`src/rtl/counter_pkg.sv`:
```
// Shared definitions for the SequentialLogic counter family (up_counter, down_counter).
package counter_pkg;

  // Default counter width shared by the up and down counters
  localparam int DEFAULT_WIDTH = 8;

  // Down-counter control states
  typedef enum logic [1:0] {
    IDLE    = 2'd0,
    RUN     = 2'd1,
    EXPIRED = 2'd2
  } counterState_e;

endpackage

```
`src/rtl/down_counter.sv`:
```
// Loadable down-counter/timer.
// It stops at zero (EXPIRED) or reloads from the stored value at terminal count.
// Every output comes straight from a flop.
module down_counter
  import counter_pkg::*;
#(
  parameter int WIDTH = DEFAULT_WIDTH
) (
  input  logic             clk,
  input  logic             reset,
  input  logic             load,
  input  logic [WIDTH-1:0] load_value,
  input  logic             enable,
  input  logic             auto_reload,
  output logic [WIDTH-1:0] out,
  output logic             tc,
  output logic             busy,
  output logic             done
);

  counterState_e    state_q, state_d;
  logic [WIDTH-1:0] count_q, count_d;
  logic [WIDTH-1:0] reload_q, reload_d;
  logic             tc_q, tc_d;
  logic             busy_q, busy_d;
  logic             done_q, done_d;

  // Next-state logic: load beats everything; otherwise only RUN with enable moves the count
  always_comb begin
    state_d  = state_q;
    count_d  = count_q;
    reload_d = reload_q;
    tc_d     = 1'b0;

    if (load) begin
      count_d  = load_value;
      reload_d = load_value;
      state_d  = (load_value != '0) ? RUN : IDLE;
    end else begin
      case (state_q)
        RUN: begin
          if (enable) begin
            if (count_q == WIDTH'(1)) begin
              tc_d = 1'b1;
              if (auto_reload) begin
                count_d = reload_q;
              end else begin
                count_d = '0;
                state_d = EXPIRED;
              end
            end else if (count_q != '0) begin
              count_d = count_q - WIDTH'(1);
            end
          end
        end
        EXPIRED: begin
          count_d = '0;
        end
        IDLE: begin
          count_d = count_q;
        end
        default: begin
          state_d = IDLE;
          count_d = '0;
        end
      endcase
    end

    busy_d = (state_d == RUN);
    done_d = (state_d == EXPIRED);
  end

  // State, count, reload value and status flags, cleared immediately by async reset
  always_ff @(posedge clk or posedge reset) begin
    if (reset) begin
      state_q  <= IDLE;
      count_q  <= '0;
      reload_q <= '0;
      tc_q     <= 1'b0;
      busy_q   <= 1'b0;
      done_q   <= 1'b0;
    end else begin
      state_q  <= state_d;
      count_q  <= count_d;
      reload_q <= reload_d;
      tc_q     <= tc_d;
      busy_q   <= busy_d;
      done_q   <= done_d;
    end
  end

  assign out  = count_q;
  assign tc   = tc_q;
  assign busy = busy_q;
  assign done = done_q;

endmodule

```
`config.mk`:
```
export PLATFORM = sky130hd
export DESIGN_NAME = down_counter
export DESIGN_NICKNAME = d
export VERILOG_FILES = /design/src/rtl/counter_pkg.sv /design/src/rtl/down_counter.sv
export SDC_FILE = /design/constraint.sdc
export NUM_CORES = 1
export LEC_CHECK = 0
export BUFFER_PORTS_ARGS = -buffer_cell sky130_fd_sc_hd__buf_2
export CAP_MARGIN = 25
export CORE_UTILIZATION = 52
export CTS_BUF_LIST = sky130_fd_sc_hd__clkbuf_2 sky130_fd_sc_hd__clkbuf_4 sky130_fd_sc_hd__clkbuf_8
export CTS_CLUSTER_DIAMETER = 100
export CTS_CLUSTER_SIZE = 12
export DETAILED_ROUTE_END_ITERATION = 6
export PLACE_DENSITY_LB_ADDON = 0.08
export REMOVE_ABC_BUFFERS = 1
export SLEW_MARGIN = 20
export SYNTH_ARGS = -nofsm -noshare
export SYNTH_HDL_FRONTEND = slang
export SYNTH_SLANG_ARGS = --single-unit
```
`constraint.sdc`:
```
create_clock -name clk -period 2.53 [get_ports clk]
set_input_delay 0.1265 -clock clk [delete_from_list [all_inputs] [get_ports clk]]
set_output_delay 0.1265 -clock clk [all_outputs]
set_load 0.02 [all_outputs]
```
Word-level counts from Yosys, hierarchy flattened
Cells that the tools add are included.
Widths: inputs -> output; s select.
- register bits: 21
- input bits: 13
- output and inout port bits: 11
- word-level logic and storage cells: 36
- add/sub/neg operators: 1
- equality and inequality tests: 8
- multiplexer cells: 16
- reduce and logical (&&, ||, !) cells: 5
- operator list (kind ; count):
    $mux 8 ; 5
    $pmux 8 s2 ; 1
    $reduce_bool 8->1 ; 2
    $eq 8x1->1 const B ; 1
    $mux 2 ; 4
    $sub 8x1->8 const B ; 1
    $mux 1 ; 5
    $eq 2x1->1 const B ; 2
    $eq 2x2->1 const B ; 2
    $ne 4x4->1 const B ; 1
    $pmux 2 s2 ; 1
    $ne 3x3->1 const B ; 1
    $reduce_and 3->1 ; 1
    $logic_not 2->1 ; 1
    $ne 2x2->1 const B ; 1
    $reduce_or 2->1 ; 1

Longest topological paths before layout
- word-level depth: 6
- depth in mapped cells: 8

Worst setup path before layout
No wires, ideal clock.
- kind: register -> register
- start point: register count_q[2] (netlist: out[2])
- end point: register count_q[0] (netlist: out[0])
- library setup time: 0.121 ns
- arrival time: 1.775 ns
- slack: 0.634 ns
- cell stages (with the launch flop): 7
- period minus slack after synthesis: 1.896 ns
- cell sequence: dfrtp_1 clkbuf_1 or4_4 nor4_4 o21ai_2 buf_6 a22o_1
- word-level cells in the longest chain between the ends: 5
- elaborated cells between the ends (all ways): 8
- those cells by class: eq/ne: 2; mux: 4; reduce/logical: 2
- RTL lines (element ; line ; text):
    start, declared ; down_counter.sv:22 ; logic [WIDTH-1:0] count_q, count_d;
    start signal, assigned ; down_counter.sv:84 ; count_q <= count_d;
    $eq 8x1->1 ; down_counter.sv:43 ; if (count_q == WIDTH'(1)) begin
    $mux 8 ; down_counter.sv:43 ;
    $mux 8 ; down_counter.sv:42 ; if (enable) begin
    $pmux 8 s2 ; down_counter.sv:40 ; case (state_q)
    $mux 8 ; down_counter.sv:35 ; if (load) begin
Several ways; a longest one is shown, not always the timed one. The select of a mux whose other input is x is not followed.
A chain may end at the register's enable or synchronous reset.

Worst setup path after layout
- start point: register count_q[1] (netlist: out[1])
- end point: register count_q[3] (netlist: out[3])
- word-level cells in the longest chain between the ends: 6
- elaborated cells between the ends (all ways): 10
- those cells by class: add/sub: 1; eq/ne: 2; mux: 5; reduce/logical: 2
- RTL lines (element ; line ; text):
    $sub 8x1->8 ; down_counter.sv:52 ; count_d = count_q - WIDTH'(1);
    $mux 8 ; down_counter.sv:51 ; end else if (count_q != '0) begin
    $mux 8 ; down_counter.sv:43 ;
    $mux 8 ; down_counter.sv:42 ;
    $pmux 8 s2 ; down_counter.sv:40 ;
    $mux 8 ; down_counter.sv:35 ;
Several ways; a longest one is shown, not always the timed one. The select of a mux whose other input is x is not followed.

==> flow_metrics.tcl <==
set metrics [dict create \
    synth_seq_cells 21 \
    dp.cells 183 \
    grt_usage_pct 22.6 \
    die_w_um 50.0 \
    finalNetCount 177 \
    slew_viol_final 0 \
    ys.flop_type "dfrtp_1" \
    cts_buffers 3 \
    clk_path_buf_depth 2 \
    core.rowCount 17 \
    rsz0062_at_grt "no" \
    final_layout_size_suffix_gt1_share_pct 22.5 \
    viasPerCell 5.55 \
    relSlewSlack_pct 47.7 \
    drt_pre_antenna_iters 4 \
    grt_pass1_wl_um 4290 \
    critical_path_class "reg -> reg" \
    post_drt_wl_per_cell_um 13.3 \
    worst_slew_pin_slew_ps 783 \
    grt_remaining_overflow 0 \
    setup-violations-final 0 \
    status "finished, final reports clean" \
    clkSinkCount 21 \
    async_flop_share_pct 100 \
    drt_wl_total_um 2490 \
    antenna_found_initial 0 \
    htree_num_levels 1 \
    hold_viol_final 0 \
    drt_iter0_markers 24 \
    die_area_um2 2500 \
    cts-resized-gates 0 \
    syn_inst 137 \
    yosys_warnings 0 \
    tritoncts "built" \
    finClkSkew_ps 1.92 \
    grt_start_max_net_pins 22 \
    synth_area_um2 1200 \
    cts-root-buf "clkbuf_4" \
    syn_to_final_growth_pct 13.9 \
    cp.required_ps 2730 \
    synth_area_leaders "dfrtp_1 44%, nand2_1 6.3%, o21ai_0 5.8%, nor2_1 5.0%, nor4_4 3.5%" \
    coreArea_um2 2190 \
    n_fill_cell 205 \
    period_share_pct 79.1 \
    hold_path_class "in -> reg" \
    ios 24 \
    cp-end-kind "register" \
    critPathArrivalTime_ps 2200 \
    p_leak_nw 0.652 \
    avgSynthCellArea_um2 8.76 \
    synth_top_cell_area_share_pct 43.8 \
    maxCapViolations 0 \
    final_cells 188 \
    cp-start-kind "register" \
    start_util_pct 54.8 \
    cts.clk_slew.worst_paths_ps 120 \
    yosysUniqueCellTypes 34 \
    vdd_drop_max_mv 0.285 \
    vias 1043 \
    fmax_mhz 500 \
    synth-seq-area-share_pct 43.8 \
    power_density_nw_per_um2 597 \
    fin_setup_tns_ps 0 \
    synth_edf_count 0 \
    remaining_drc_errors 0 \
    ant_nets 0 \
    fin_crit_ps 2000 \
    clk-insertion-delay-late_ps 290 \
    grt_pass1_vias 975 \
    synth_top_cell_by_area "dfrtp_1" \
    antennaDiodeCount 0 \
    dp_hpwl_um 1810 \
    path_max_fanout 16 \
    port_buffers 23 \
    place.gp.congestion 0.806 \
    die_h_um 50.0 \
]
flip-flops by register name, summed over array words and instances, names as in the netlist:
| register | cells |
|---|---|
| out | 8 |
| state_q | 2 |
| reload_q | 8 |
| tc | 1 |
| done | 1 |
| busy | 1 |
power by group:
part / switching [mW] / leakage [nW] / internal (mW)
combinational: 0.131 / 0.375 / 0.0916
clock: 0.0981 / 0.0184 / 0.0720
sequential: 0.0533 / 0.258 / 0.370
total: 0.282 / 0.652 / 0.534
routing by layer:
metal,vias to the layer above,GRT usage (%),wire length [µm]
met4,0,5.71,12
met5,-,0,0
li1,522,-,-
met3,2,2.78,86
met2,23,37.8,1220
met1,496,30.6,1170
cell usage in the layout (no fill, tap or decap):
cell type / count
xnor2_1: 1
dlygate4sd3_1: 1
or4_1: 2
nand3_1: 1
clkbuf_4: 4
dfrtp_1: 21
a31oi_1: 4
a21boi_0: 1
or4b_1: 1
o211ai_1: 1
nor2_1: 16
a21oi_1: 6
and2_1: 2
nor3b_1: 2
nor3_1: 2
nand4_1: 2
ha_1: 3
a41o_1: 1
o21ai_0: 14
nand2_1: 20
mux2i_1: 1
inv_1: 11
o31ai_1: 5
a22o_1: 1
buf_2: 23
buf_4: 1
and3_1: 2
nand2_2: 1
and3_4: 1
nand2b_1: 2
o21ai_2: 1
or4_4: 1
o2bb2ai_1: 1
a22o_2: 2
nor4_4: 2
final timing paths:
| path | start | to | slack, ps | depth (start not counted) |
|---|---|---|---|---|
| hold reg to reg | reload_q[2]$_DFFE_PP0P_ | reload_q[2]$_DFFE_PP0P_ | 530 | 2 |
| setup / recovery | out[1]$_DFFE_PP0P_ | out[3]$_DFFE_PP0P_ | 530 | 7 |
| min in group asynchronous | reset | done$_DFF_PP0_ | 510 | 3 |
| hold / removal | enable | tc$_DFF_PP0_ | 80 | 3 |
| max in group asynchronous | reset | state_q[1]$_DFF_PP0_ | 1530 | 3 |
| setup reg to reg | out[1]$_DFFE_PP0P_ | out[3]$_DFFE_PP0P_ | 530 | 7 |
final cells by class:
| cell class | count | area (µm²) | share of cell area, % |
|---|---|---|---|
| multi-input combinational | 99 | 602 | 44.0 |
| sequential | 21 | 526 | 38.5 |
| inverter | 11 | 41.3 | 3.02 |
| clock buffer | 4 | 30.0 | 2.20 |
| timing repair buffer | 25 | 133 | 9.71 |
| tap | 28 | 35.0 | 2.56 |
repair_timing:
| item | in CTS | in global routing |
|---|---|---|
| hold endpoints to repair | 21 | 0 |
| setup endpoints to repair | 0 | 0 |
| hold buffers | 1 | 0 |
| setup buffers | 0 | 0 |
worst max-delay path, cell delays in order, from the launching register on:
cell and delay [ps]:
dfrtp_1 430, inv_1 110, ha_1 230, nand2b_1 180
nor4_4 50, o21ai_2 490, o21ai_0 180, a22o_2 240
synth_stat cells, types with 2 or more instances:
| cell type | count |
|---|---|
| dfrtp_1 | 21 |
| nand2_1 | 20 |
| nor2_1 | 16 |
| o21ai_0 | 14 |
| inv_1 | 11 |
| a21oi_1 | 6 |
| o31ai_1 | 5 |
| a31oi_1 | 4 |
| clkbuf_1 | 4 |
| ha_1 | 3 |
| a22o_2 | 2 |
| and2_1 | 2 |
| and3_1 | 2 |
| nand2b_1 | 2 |
| nand4_1 | 2 |
| nor3_1 | 2 |
| nor3b_1 | 2 |
| nor4_4 | 2 |
| or4_1 | 2 |
metrics by stage:
step	util, %	total power, mW	worst slack [ps]	hold slack (ps)	area [µm²]
after floorplan	-	0.577	655	103	1170
after global placement	60.5	0.648	617	311	1330
after detailed placement	60.5	0.652	540	317	1330
after CTS	62.4	0.826	523	69.6	1370
after global routing	62.4	0.872	334	73.1	1370
final	62.4	0.816	529	76.2	1370
logic make-up after synthesis:
logic type | Yosys count | share of synthesized area, %
AO/OA/AOI/OAI | 37 | 19.5
AND/OR/NAND/NOR | 57 | 26.0
multiplexers | 1 | 0.834
XOR/XNOR | 1 | 0.730
flip-flops | 21 | 43.8
buffers and inverters | 17 | 6.05
adder cells (fa/ha/maj) | 3 | 3.13
Power figures use the tool's default switching activity.
